<file path="src/rtl/periph_bus_bridge_pkg.sv">
// Shared femto peripheral-bus constants, bridge defaults and slave index map.
package periph_bus_bridge_pkg;

   localparam int BUS_WIDTH     = 32;
   localparam int BUS_ACC_WIDTH = 2;
   localparam int CNT_W         = 16;

   localparam int BRG_NSLV    = 4;
   localparam int BRG_SELW    = 3;
   localparam int BRG_SEL_LO  = 12;
   localparam int BRG_TIMEOUT = 255;

   localparam logic [BRG_SELW-1:0] SLV_GPIO = 3'd0;
   localparam logic [BRG_SELW-1:0] SLV_TMR  = 3'd1;
   localparam logic [BRG_SELW-1:0] SLV_UART = 3'd2;
   localparam logic [BRG_SELW-1:0] SLV_SPI  = 3'd3;

   localparam logic [BUS_ACC_WIDTH-1:0] ACC_1B = 2'd0;
   localparam logic [BUS_ACC_WIDTH-1:0] ACC_2B = 2'd1;
   localparam logic [BUS_ACC_WIDTH-1:0] ACC_4B = 2'd2;

   // Busy bit: a single outstanding transaction at most.
   typedef enum logic {
      ST_IDLE = 1'b0,
      ST_WAIT = 1'b1
   } brg_state_e;

endpackage

</file>
<file path="src/rtl/periph_bus_bridge_if.sv">
// Bridge bus bundle: master-side request/response plus the shared slave fan-out.
interface periph_bus_bridge_if
   import periph_bus_bridge_pkg::*;
#(
   parameter int NSLV   = BRG_NSLV,
   parameter int SEL_LO = BRG_SEL_LO
);
   logic [BUS_WIDTH-1:0]      m_addr;
   logic                      m_w_rb;
   logic [BUS_ACC_WIDTH-1:0]  m_acc;
   logic [BUS_WIDTH-1:0]      m_wdata;
   logic                      m_req;
   logic [BUS_WIDTH-1:0]      m_rdata;
   logic                      m_resp;
   logic                      m_fault;

   logic [SEL_LO-1:0]         s_addr;
   logic                      s_w_rb;
   logic [BUS_ACC_WIDTH-1:0]  s_acc;
   logic [BUS_WIDTH-1:0]      s_wdata;
   logic [NSLV-1:0]           s_req;
   logic [NSLV*BUS_WIDTH-1:0] s_rdata;
   logic [NSLV-1:0]           s_resp;
   logic [NSLV-1:0]           s_fault;

   modport master (
      output m_addr, m_w_rb, m_acc, m_wdata, m_req,
      input  m_rdata, m_resp, m_fault
   );

   modport slave (
      input  m_addr, m_w_rb, m_acc, m_wdata, m_req,
      output m_rdata, m_resp, m_fault,
      output s_addr, s_w_rb, s_acc, s_wdata, s_req,
      input  s_rdata, s_resp, s_fault
   );
endinterface

</file>
<file path="src/rtl/periph_bus_bridge_resp_mux.sv">
// NSLV-way response/read-data select driven by the latched slave index.
module periph_bus_bridge_resp_mux
   import periph_bus_bridge_pkg::*;
#(
   parameter int NSLV = BRG_NSLV,
   parameter int SELW = BRG_SELW
)(
   input  logic [SELW-1:0]           i_idx,
   input  logic [NSLV*BUS_WIDTH-1:0] i_rdata,
   input  logic [NSLV-1:0]           i_resp,
   output logic                      o_resp,
   output logic [BUS_WIDTH-1:0]      o_rdata
);

   // AND-OR select so an out-of-range index yields no response
   always_comb begin
      logic w_hit;
      w_hit   = 1'b0;
      o_resp  = 1'b0;
      o_rdata = {BUS_WIDTH{1'b0}};
      for (int i = 0; i < NSLV; i++) begin
         w_hit   = (i_idx == SELW'(i));
         o_resp  = o_resp | (w_hit & i_resp[i]);
         o_rdata = o_rdata | ({BUS_WIDTH{w_hit}} & i_rdata[i*BUS_WIDTH +: BUS_WIDTH]);
      end
   end

endmodule

</file>
<file path="src/rtl/periph_bus_bridge.sv">
// Single-master to NSLV-slave router with outstanding-transaction tracking,
// hung-slave timeout and sticky {timeout, decode/overlap} error flags.
module periph_bus_bridge
   import periph_bus_bridge_pkg::*;
#(
   parameter int NSLV    = BRG_NSLV,
   parameter int SELW    = BRG_SELW,
   parameter int SEL_LO  = BRG_SEL_LO,
   parameter int TIMEOUT = BRG_TIMEOUT
)(
   input  logic              clk,
   input  logic              rstn,
   periph_bus_bridge_if.slave io_bus,
   output logic [1:0]        o_err
);

   localparam logic [SELW:0]      NSLV_LIM = (SELW+1)'(NSLV);
   localparam logic [CNT_W-1:0]   TMO_LAST = CNT_W'(TIMEOUT - 1);
   localparam logic [CNT_W-1:0]   CNT_MAX  = {CNT_W{1'b1}};

   brg_state_e            r_state;
   logic [CNT_W-1:0]      r_cnt;
   logic [SELW-1:0]       r_idx;
   logic                  r_resp;
   logic [BUS_WIDTH-1:0]  r_rdata;
   logic [1:0]            r_err;

   brg_state_e            w_state_nxt;
   logic [CNT_W-1:0]      w_cnt_nxt;
   logic [SELW-1:0]       w_idx_nxt;
   logic                  w_resp_nxt;
   logic [BUS_WIDTH-1:0]  w_rdata_nxt;
   logic [1:0]            w_err_nxt;

   logic [SELW-1:0]       w_sel;
   logic [BUS_WIDTH-1:0]  w_upper;
   logic                  w_bad;
   logic                  w_sel_fault;
   logic [NSLV-1:0]       w_onehot;
   logic                  w_req_go;
   logic                  w_m_fault;
   logic                  w_slv_resp;
   logic [BUS_WIDTH-1:0]  w_slv_rdata;

   assign w_sel   = io_bus.m_addr[SEL_LO+SELW-1:SEL_LO];
   assign w_upper = io_bus.m_addr >> (SEL_LO + SELW);
   assign w_bad   = ({1'b0, w_sel} >= NSLV_LIM) || (|w_upper);

   // Decoded one-hot target and that target's same-cycle fault
   always_comb begin
      w_onehot    = {NSLV{1'b0}};
      w_sel_fault = 1'b0;
      for (int i = 0; i < NSLV; i++) begin
         w_onehot[i] = (w_sel == SELW'(i));
         w_sel_fault = w_sel_fault | (w_onehot[i] & io_bus.s_fault[i]);
      end
   end

   periph_bus_bridge_resp_mux #(
      .NSLV (NSLV),
      .SELW (SELW)
   ) u_resp_mux (
      .i_idx   (r_idx),
      .i_rdata (io_bus.s_rdata),
      .i_resp  (io_bus.s_resp),
      .o_resp  (w_slv_resp),
      .o_rdata (w_slv_rdata)
   );

   // Next-state, request forwarding and fault decision
   always_comb begin
      w_state_nxt = r_state;
      w_cnt_nxt   = r_cnt;
      w_idx_nxt   = r_idx;
      w_resp_nxt  = 1'b0;
      w_rdata_nxt = r_rdata;
      w_err_nxt   = r_err;
      w_req_go    = 1'b0;
      w_m_fault   = 1'b0;
      case (r_state)
         ST_IDLE: begin
            if (io_bus.m_req && w_bad) begin
               w_m_fault    = 1'b1;
               w_err_nxt[0] = 1'b1;
            end else if (io_bus.m_req) begin
               w_req_go = 1'b1;
               if (w_sel_fault) begin
                  w_m_fault = 1'b1;
               end else begin
                  w_idx_nxt   = w_sel;
                  w_cnt_nxt   = {CNT_W{1'b0}};
                  w_state_nxt = ST_WAIT;
               end
            end else begin
               w_req_go = 1'b0;
            end
         end
         ST_WAIT: begin
            // Overlapping request is rejected without touching the outstanding one
            if (io_bus.m_req) begin
               w_m_fault    = 1'b1;
               w_err_nxt[0] = 1'b1;
            end else begin
               w_m_fault = 1'b0;
            end
            if (w_slv_resp) begin
               w_resp_nxt  = 1'b1;
               w_rdata_nxt = w_slv_rdata;
               w_state_nxt = ST_IDLE;
            end else if (r_cnt >= TMO_LAST) begin
               w_resp_nxt   = 1'b1;
               w_rdata_nxt  = {BUS_WIDTH{1'b0}};
               w_err_nxt[1] = 1'b1;
               w_state_nxt  = ST_IDLE;
            end else if (r_cnt != CNT_MAX) begin
               w_cnt_nxt = r_cnt + 16'd1;
            end else begin
               w_cnt_nxt = r_cnt;
            end
         end
         default: begin
            w_state_nxt = ST_IDLE;
         end
      endcase
   end

   // State and response registers
   always_ff @(posedge clk) begin
      if (!rstn) begin
         r_state <= ST_IDLE;
         r_cnt   <= {CNT_W{1'b0}};
         r_idx   <= {SELW{1'b0}};
         r_resp  <= 1'b0;
         r_rdata <= {BUS_WIDTH{1'b0}};
         r_err   <= 2'b00;
      end else begin
         r_state <= w_state_nxt;
         r_cnt   <= w_cnt_nxt;
         r_idx   <= w_idx_nxt;
         r_resp  <= w_resp_nxt;
         r_rdata <= w_rdata_nxt;
         r_err   <= w_err_nxt;
      end
   end

   assign io_bus.s_addr  = io_bus.m_addr[SEL_LO-1:0];
   assign io_bus.s_w_rb  = io_bus.m_w_rb;
   assign io_bus.s_acc   = io_bus.m_acc;
   assign io_bus.s_wdata = io_bus.m_wdata;
   assign io_bus.s_req   = w_req_go ? w_onehot : {NSLV{1'b0}};

   assign io_bus.m_fault = w_m_fault;
   assign io_bus.m_resp  = r_resp;
   assign io_bus.m_rdata = r_rdata;
   assign o_err          = r_err;

endmodule

</file>
<file path="src/flat_wrapper.sv">
// flat-port wrapper written by rule: the top's interface ports become plain ports
module periph_bus_bridge_flat import periph_bus_bridge_pkg::*;
#(
   parameter int NSLV    = BRG_NSLV,
   parameter int SELW    = BRG_SELW,
   parameter int SEL_LO  = BRG_SEL_LO,
   parameter int TIMEOUT = BRG_TIMEOUT
)
  (clk, rstn, o_err, io_bus_m_addr, io_bus_m_w_rb, io_bus_m_acc, io_bus_m_wdata, io_bus_m_req, io_bus_m_rdata, io_bus_m_resp, io_bus_m_fault, io_bus_s_addr, io_bus_s_w_rb, io_bus_s_acc, io_bus_s_wdata, io_bus_s_req, io_bus_s_rdata, io_bus_s_resp, io_bus_s_fault);
  periph_bus_bridge_if #(.NSLV(NSLV), .SEL_LO(SEL_LO)) io_bus_i ();
  input  logic clk;
  input  logic rstn;
  output logic [1:0] o_err;
  input wire logic [$bits(io_bus_i.m_addr)-1:0] io_bus_m_addr;
  input wire logic [$bits(io_bus_i.m_w_rb)-1:0] io_bus_m_w_rb;
  input wire logic [$bits(io_bus_i.m_acc)-1:0] io_bus_m_acc;
  input wire logic [$bits(io_bus_i.m_wdata)-1:0] io_bus_m_wdata;
  input wire logic [$bits(io_bus_i.m_req)-1:0] io_bus_m_req;
  output wire logic [$bits(io_bus_i.m_rdata)-1:0] io_bus_m_rdata;
  output wire logic [$bits(io_bus_i.m_resp)-1:0] io_bus_m_resp;
  output wire logic [$bits(io_bus_i.m_fault)-1:0] io_bus_m_fault;
  output wire logic [$bits(io_bus_i.s_addr)-1:0] io_bus_s_addr;
  output wire logic [$bits(io_bus_i.s_w_rb)-1:0] io_bus_s_w_rb;
  output wire logic [$bits(io_bus_i.s_acc)-1:0] io_bus_s_acc;
  output wire logic [$bits(io_bus_i.s_wdata)-1:0] io_bus_s_wdata;
  output wire logic [$bits(io_bus_i.s_req)-1:0] io_bus_s_req;
  input wire logic [$bits(io_bus_i.s_rdata)-1:0] io_bus_s_rdata;
  input wire logic [$bits(io_bus_i.s_resp)-1:0] io_bus_s_resp;
  input wire logic [$bits(io_bus_i.s_fault)-1:0] io_bus_s_fault;
  assign io_bus_i.m_addr = io_bus_m_addr;
  assign io_bus_i.m_w_rb = io_bus_m_w_rb;
  assign io_bus_i.m_acc = io_bus_m_acc;
  assign io_bus_i.m_wdata = io_bus_m_wdata;
  assign io_bus_i.m_req = io_bus_m_req;
  assign io_bus_m_rdata = io_bus_i.m_rdata;
  assign io_bus_m_resp = io_bus_i.m_resp;
  assign io_bus_m_fault = io_bus_i.m_fault;
  assign io_bus_s_addr = io_bus_i.s_addr;
  assign io_bus_s_w_rb = io_bus_i.s_w_rb;
  assign io_bus_s_acc = io_bus_i.s_acc;
  assign io_bus_s_wdata = io_bus_i.s_wdata;
  assign io_bus_s_req = io_bus_i.s_req;
  assign io_bus_i.s_rdata = io_bus_s_rdata;
  assign io_bus_i.s_resp = io_bus_s_resp;
  assign io_bus_i.s_fault = io_bus_s_fault;
  periph_bus_bridge #(.NSLV(NSLV), .SELW(SELW), .SEL_LO(SEL_LO), .TIMEOUT(TIMEOUT)) u_core (.clk(clk), .rstn(rstn), .io_bus(io_bus_i), .o_err(o_err));
endmodule
</file>
<file path="config.mk">
export PLATFORM = sky130hd
export DESIGN_NAME = periph_bus_bridge_flat
export DESIGN_NICKNAME = d
export VERILOG_FILES = /design/src/rtl/periph_bus_bridge_pkg.sv /design/src/rtl/periph_bus_bridge_if.sv /design/src/rtl/periph_bus_bridge_resp_mux.sv /design/src/rtl/periph_bus_bridge.sv /design/src/flat_wrapper.sv
export SDC_FILE = /design/constraint.sdc
export NUM_CORES = 1
export LEC_CHECK = 0
export ABC_AREA = 1
export BUFFER_PORTS_ARGS = -buffer_cell sky130_fd_sc_hd__buf_2
export CORE_AREA = 2 2 114 116
export DETAILED_ROUTE_END_ITERATION = 10
export DIE_AREA = 0 0 116 118
export HOLD_SLACK_MARGIN = 0.03
export PLACE_DENSITY = 0.7
export SETUP_SLACK_MARGIN = 0.2
export SYNTH_ARGS = -nofsm -noshare
export SYNTH_HDL_FRONTEND = slang
export SYNTH_SLANG_ARGS = --single-unit
</file>
<file path="constraint.sdc">
create_clock -name clk -period 2.4 [get_ports clk]
set_input_delay 0.12 -clock clk [delete_from_list [all_inputs] [get_ports clk]]
set_output_delay 0.12 -clock clk [all_outputs]
set_load 0.05 [all_outputs]
</file>
==> run summary, run 1 <==
largest net degree at the start of global routing: 47
outcome: completed
Routed Antenna Nets: 0
r2r setup slk: 0.54 ns
P_sw: 0.594 mW
Tcrit/Tclk final: 77.7%
# rows: 41
Die W: 116 um
worst skew pair latency: 0.30 ns
register area: 1100 um2
part of the power in registers: 45.7%
RSZ-0062 raised after global routing: false
FILL cells: 1400
DR DRC count: 0
minimum clock period: 1.86 ns
multi-input logic area: 1780 um2
total iterations of the first detailed-routing run: 4
synthesis-stage register bit count: 55
most frequent cells in the layout: nand2_1 (226), buf_2 (198), dfxtp_1 (55), nor2_1 (45), a21oi_1 (40)
maximum clock insertion buffer count: 2
number of CTS-inserted buffers: 5
global-route usage over all layers: 15.7%
H-tree depth: 2
Achievable Freq: 0.537 GHz
Sink Count: 55
chip height: 118 um
most common cell after layout, fill and taps aside: nand2_1
post-synthesis sequential area ratio: 32.4%
Gate power share: 17.8%
Setup Crit Path Kind: reg2reg
Core ar.: 12400 um2
Post-Route WL: 11100 um
grt total ovfl: 0
die area: 13700 um2
Hold WC Path Type: in2reg
via/cell ratio: 4.51
Slew headroom: 44.5%
via count: 3895
Setup Buffers After CTS: 0
Top Ports: 293
# hold bufs at CTS: 0
syn nets: 756
Synth cell types: 27
initial antenna violation count: 0
TritonCTS clock tree: built
I/O Buffers: 198
layout cells sized above 1: 32.8%
Mean Syn Cell Area: 6.21 um2
Mapped Area: 3400 um2
Worst Path Max Fanout: 25
Leak: 2.10 nW
internal power: 1.50 mW
skew final: 0.0125 ns
Crit path required time: 2.61 ns
fraction of registers with async set/reset: 0%
yosys warns: 0
vias in the first global route: 3700
VDD IR max: 0.298 mV
clock root buffer: clkbuf_16
Antenna Cells: 0
CTS clk-pin slew, worst paths: 0.08 ns
Final Power: 2.09 mW
number of synthesized flops with an enable pin: 0
gpl congestion: 0.784
cells after synthesis: 548
first-pass GRT wire length: 17500 um
Final HPWL DP: 8640 um
switching share of power: 28.4%
clock share of power: 36.5%
power density cells: 471 nW/um2
Setup crit start kind: register
total negative slack: 0 ns
Resize count post-CTS: 0
critical path capture point type: register
Initial Util: 27.4%
Max Cap Viol: 0
final net count: 899
setup violators final: 0
Worst Tran Pin Value: 0.833 ns
initial DRC count: 109
synthesis-to-finish area growth: 30.3%
predominant post-synthesis flop cell: dfxtp_1
Fin. Hold Viols: 0
crit path DAT: 2.07 ns
fin. max-slew vios: 0
WL/cell: 12.9 um
## critical path, cell delays in order (launching register included)
cell	delay [ns]
dfxtp_1	0.38
inv_1	0.07
ha_1	0.20
o211ai_1	0.19
nand2_1	0.15
a21oi_4	0.35
buf_12	0.21
nand2_1	0.06
a21oi_1	0.13
## layer usage
layer,vias up,track usage (%),routed length (um)
li1,1999,-,-
met1,1743,18.1,4680
met2,139,28.5,5400
met3,14,4.07,863
met4,0,3.79,159
met5,-,0,0
## layout make-up
| class | instances | area share (%) |
|---|---|---|
| multi-input cells | 397 | 40.1 |
| flip-flops and latches | 55 | 24.8 |
| repair buffers | 207 | 24.7 |
| well taps | 172 | 4.85 |
| clock buffers | 5 | 2.82 |
| inverters | 25 | 2.12 |
| clock inverters | 3 | 0.593 |
## power groups by stage
stage	registers, mW	logic [mW]	clock network [mW]
2_1_floorplan	1.03	0.349	0
3_3_place_gp	0.976	0.373	0
3_5_place_dp	0.977	0.375	0
4_1_cts	0.955	0.376	0.793
5_1_grt	0.959	0.421	0.824
6_report	0.955	0.373	0.762
## registers in the layout, summed over array words and instances, names as in the netlist
signal	flops
u_core.r_cnt	16
u_core.r_idx	3
u_core.io_bus.m_rdata	32
u_core.r_state	1
u_core.io_bus.m_resp	1
u_core.o_err	2
## kinds of logic (layout without fill, tap and decap cells)
kind of cell | after synthesis | after routing | share of synthesized area, %
adder cells (fa/ha/maj) | 2 | 2 | 0.735
XOR/XNOR | 2 | 2 | 0.515
flip-flops | 55 | 55 | 32.4
AO/OA/AOI/OAI | 45 | 45 | 6.84
AND/OR/NAND/NOR | 348 | 348 | 43.5
buffers and inverters | 96 | 240 | 16.0
## Yosys cell counts (2+ instances only)
cell type	instances	area, um2
ha_1	2	25.0
dfxtp_1	55	1100
nand3_1	19	95.1
buf_4	47	353
a21oi_1	40	200
nor3b_1	2	15.0
or2_2	2	12.5
nor2_4	2	22.5
inv_2	3	11.3
nor2_1	45	169
clkbuf_1	18	67.6
inv_1	22	82.6
nand2_1	226	848
buf_2	6	30.0
nor3_1	8	40.0
nor4_1	4	25.0
o21ai_0	2	10.0
nand4_1	36	225
## worst paths after layout
path,start,to,depth (start not counted)
setup / recovery,u_core.r_cnt[0],u_core.io_bus.m_rdata[20],8
hold / removal,rstn,u_core.r_cnt[3],3
setup reg to reg,u_core.r_cnt[0],u_core.io_bus.m_rdata[20],8
hold reg to reg,u_core.r_cnt[13],u_core.r_cnt[13],2
## metrics by stage
step                util [%]  instances  setup slack [ns]  instance area (um2)  hold slack [ns]
floorplan                  -        548           0.00215                 3400            0.313
global placement        34.5        856             0.628                 4280            0.240
detailed placement      34.5        856             0.553                 4280            0.240
CTS                     35.7        864             0.503                 4430            0.131
global route            35.7        864             0.281                 4430            0.146
finish                  35.7        864             0.536                 4430            0.150
Power figures use the tool's default switching activity.
==> run 2, diff against run 1 <==
- PLACE_DENSITY: 0.7 -> 0.72
- clock period: 2.4 -> 1.7 ns (I/O delays scaled with it)
==> run 2 against run 1 <==
Effect of this change: clock skew decreased by 0.0037 ns; critical endpoint is now u_core.io_bus.m_rdata[8]; worst setup slack got worse by 0.47 ns; non-clock buffer count increased by 19; highest routed layer is now met5; register-to-register slack got worse by 0.47 ns; sequential share of layout area decreased by 3.0 points.
==> run summary, run 2 (synthesized netlist as in run 1, its figures left out) <==
I/O Buffers: 198 (unchanged)
power density cells: 601 nW/um2 (+28%)
Initial Util: 27.4% (unchanged)
Leak: 2.30 nW (+9.5%)
VDD IR max: 0.382 mV (+28%)
Top Ports: 293 (unchanged)
WL/cell: 14.0 um (+8.9%)
H-tree depth: 2 (unchanged)
number of CTS-inserted buffers: 5 (unchanged)
Util after Layout: 40.9% (+5.2 points)
Crit Reg-Reg Startpoint: u_core.r_cnt[0]
Hold Path End: u_core.r_cnt[3]
Worst Tran Pin Value: 0.292 ns (-0.541 ns)
via/cell ratio: 4.55 (+0.95%)
critical path capture point type: register
setup ws final: 0.0630 ns (-0.473 ns)
pre-CTS WS: 0.0326 ns (-0.520 ns)
die area: 13700 um2 (unchanged)
Top cell by count, worst path: nand2_1
vias in the first global route: 3799 (+2.7%)
Worst Path Max Fanout: 8 (-68%)
Sink Count: 55 (unchanged)
met2 GRT Util: 29.8% (+1.3 points)
Die W: 116 um (unchanged)
GR Util met3: 5.77% (+1.7 points)
first-pass GRT wire length: 18000 um (+3.0%)
number of flip-flops in the largest register: 32 (unchanged)
Hold Crit Depth: 3 (unchanged)
Crit-path slowest cell: dfxtp_2
Reg-to-Reg End: u_core.io_bus.m_rdata[8]
Setup Crit Path Kind: reg2reg
Slew headroom: 80.5% (+36 points)
global-route usage over all layers: 16.4% (+0.69 points)
Final HPWL DP: 8880 um (+2.8%)
skew final: 0.00880 ns (-0.00373 ns)
gpl congestion: 0.831 (+5.9%)
DR DRC count: 0 (unchanged)
minimum clock period: 1.64 ns (-0.227 ns)
gr busiest metal: met2
most common cell after layout, fill and taps aside: nand2_1
setup violators final: 0 (unchanged)
initial DRC count: 213 (+95%)
Fin. Hold Viols: 0 (unchanged)
Routed Antenna Nets: 0 (unchanged)
Max Cap Viol: 0 (unchanged)
CP peak stage delay: 0.34 ns (-0.04 ns)
Hold WC Path Type: in2reg
Post-Route WL: 12400 um (+11%)
largest net degree at the start of global routing: 36 (-23%)
TritonCTS clock tree: built
hold_sp: rstn
total iterations of the first detailed-routing run: 4 (unchanged)
initial antenna violation count: 2 (+2)
# hold bufs at CTS: 0 (unchanged)
crit path DAT: 1.87 ns (-0.20 ns)
chip height: 118 um (unchanged)
r2r setup slk: 0.06 ns (-0.47 ns)
via count: 4023 (+3.3%)
# rows: 41 (unchanged)
grt total ovfl: 0 (unchanged)
Core ar.: 12400 um2 (unchanged)
clock root buffer: clkbuf_16
CP cell instances: inv_2 > ha_2 > o211ai_1 > nand2_1 > a21oi_4 > buf_12 > clkbuf_16 > nand2_1 > a21oi_2
Global Route met1 Usage: 17.9% (-0.13 points)
most frequent cells in the layout: nand2_1 (197), buf_2 (193), dfxtp_1 (47), nor2_1 (41), nand4_1 (36)
CTS clk-pin slew, worst paths: 0.07 ns (about the same)
Setup crit start kind: register
Crit. path cell count: 9 (+1)
synthesis-to-finish area growth: 49.4%
worst skew pair latency: 0.29 ns (about the same)
Top delay family on crit path: compound AO/OA/AOI/OAI gates
layout cells sized above 1: 45.4% (+13 points)
maximum clock insertion buffer count: 2 (unchanged)
CP bufs+invs: 3 (+1)
Tcrit/Tclk final: 96.3% (+19 points)
RSZ-0062 raised after global routing: true
Crit path required time: 1.93 ns (-0.68 ns)
final net count: 918 (+2.1%)
reg2reg path depth: 9 (+1)
outcome: completed
fin. max-slew vios: 0 (unchanged)
Achievable Freq: 0.611 GHz (+14%)
run 2: layout make-up:
cell class	instances	area, um2
clock buffers	5	125
diodes	1	2.50
fillers	1286	7330
clock inverters	3	20.0
inverters	25	93.8
flip-flops and latches	55	1110
multi-input cells	397	2120
well taps	172	215
repair buffers	226	1400
run 2: where the power goes:
part | switching [mW] | internal [mW] | total (mW)
clock network | 0.489 | 0.545 | 1.03
registers | 0.0266 | 1.32 | 1.35
logic | 0.367 | 0.305 | 0.672
total | 0.883 | 2.17 | 3.06
run 2: worst max path at each step:
stage / from / to / slack [ns]
6_report: u_core.r_cnt[0] / u_core.io_bus.m_rdata[8] / 0.06
5_1_grt: u_core.r_cnt[0] / u_core.io_bus.m_rdata[8] / -0.05
4_1_cts: u_core.r_cnt[0] / u_core.io_bus.m_rdata[24] / 0.13
3_5_place_dp: u_core.r_idx[2] / u_core.io_bus.m_rdata[0] / 0.03
3_3_place_gp: u_core.r_idx[2] / u_core.io_bus.m_rdata[0] / 0.03
2_1_floorplan: io_bus_m_addr[18] / io_bus_s_req[0] / -0.08
run 2: per-layer routing:
metal | wire, um | part of all wire (%)
met4 | 195 | 1.6
met3 | 1090 | 8.8
met1 | 4940 | 40
met2 | 6130 | 50
met5 | 16 | 0.13
run 2: stage by stage:
stage	TNS (ns)	cells	power, mW	instance area, um2	hold slack [ns]
6_report	0	884	3.06	5080	0.110
5_1_grt	-0.740	883	3.21	5080	0.141
4_1_cts	0	875	2.99	4610	0.106
3_5_place_dp	0	865	1.95	4420	0.170
3_3_place_gp	0	865	1.94	4420	0.170
2_1_floorplan	-0.321	548	1.95	3440	0.273
run 2: worst min-delay path, cell delays in order:
cell and delay (ns):
buf_2 0.16, nand2_1 0.08, nor2_1 0.03
run 2: what timing repair did:
| action | in CTS | in global routing |
|---|---|---|
| endpoints found under the setup margin | 47 | 50 |
| setup buffers | 2 | 4 |
| cloned | 0 | 4 |
| resized for setup | 12 | 97 |
| pin swaps | 2 | 24 |
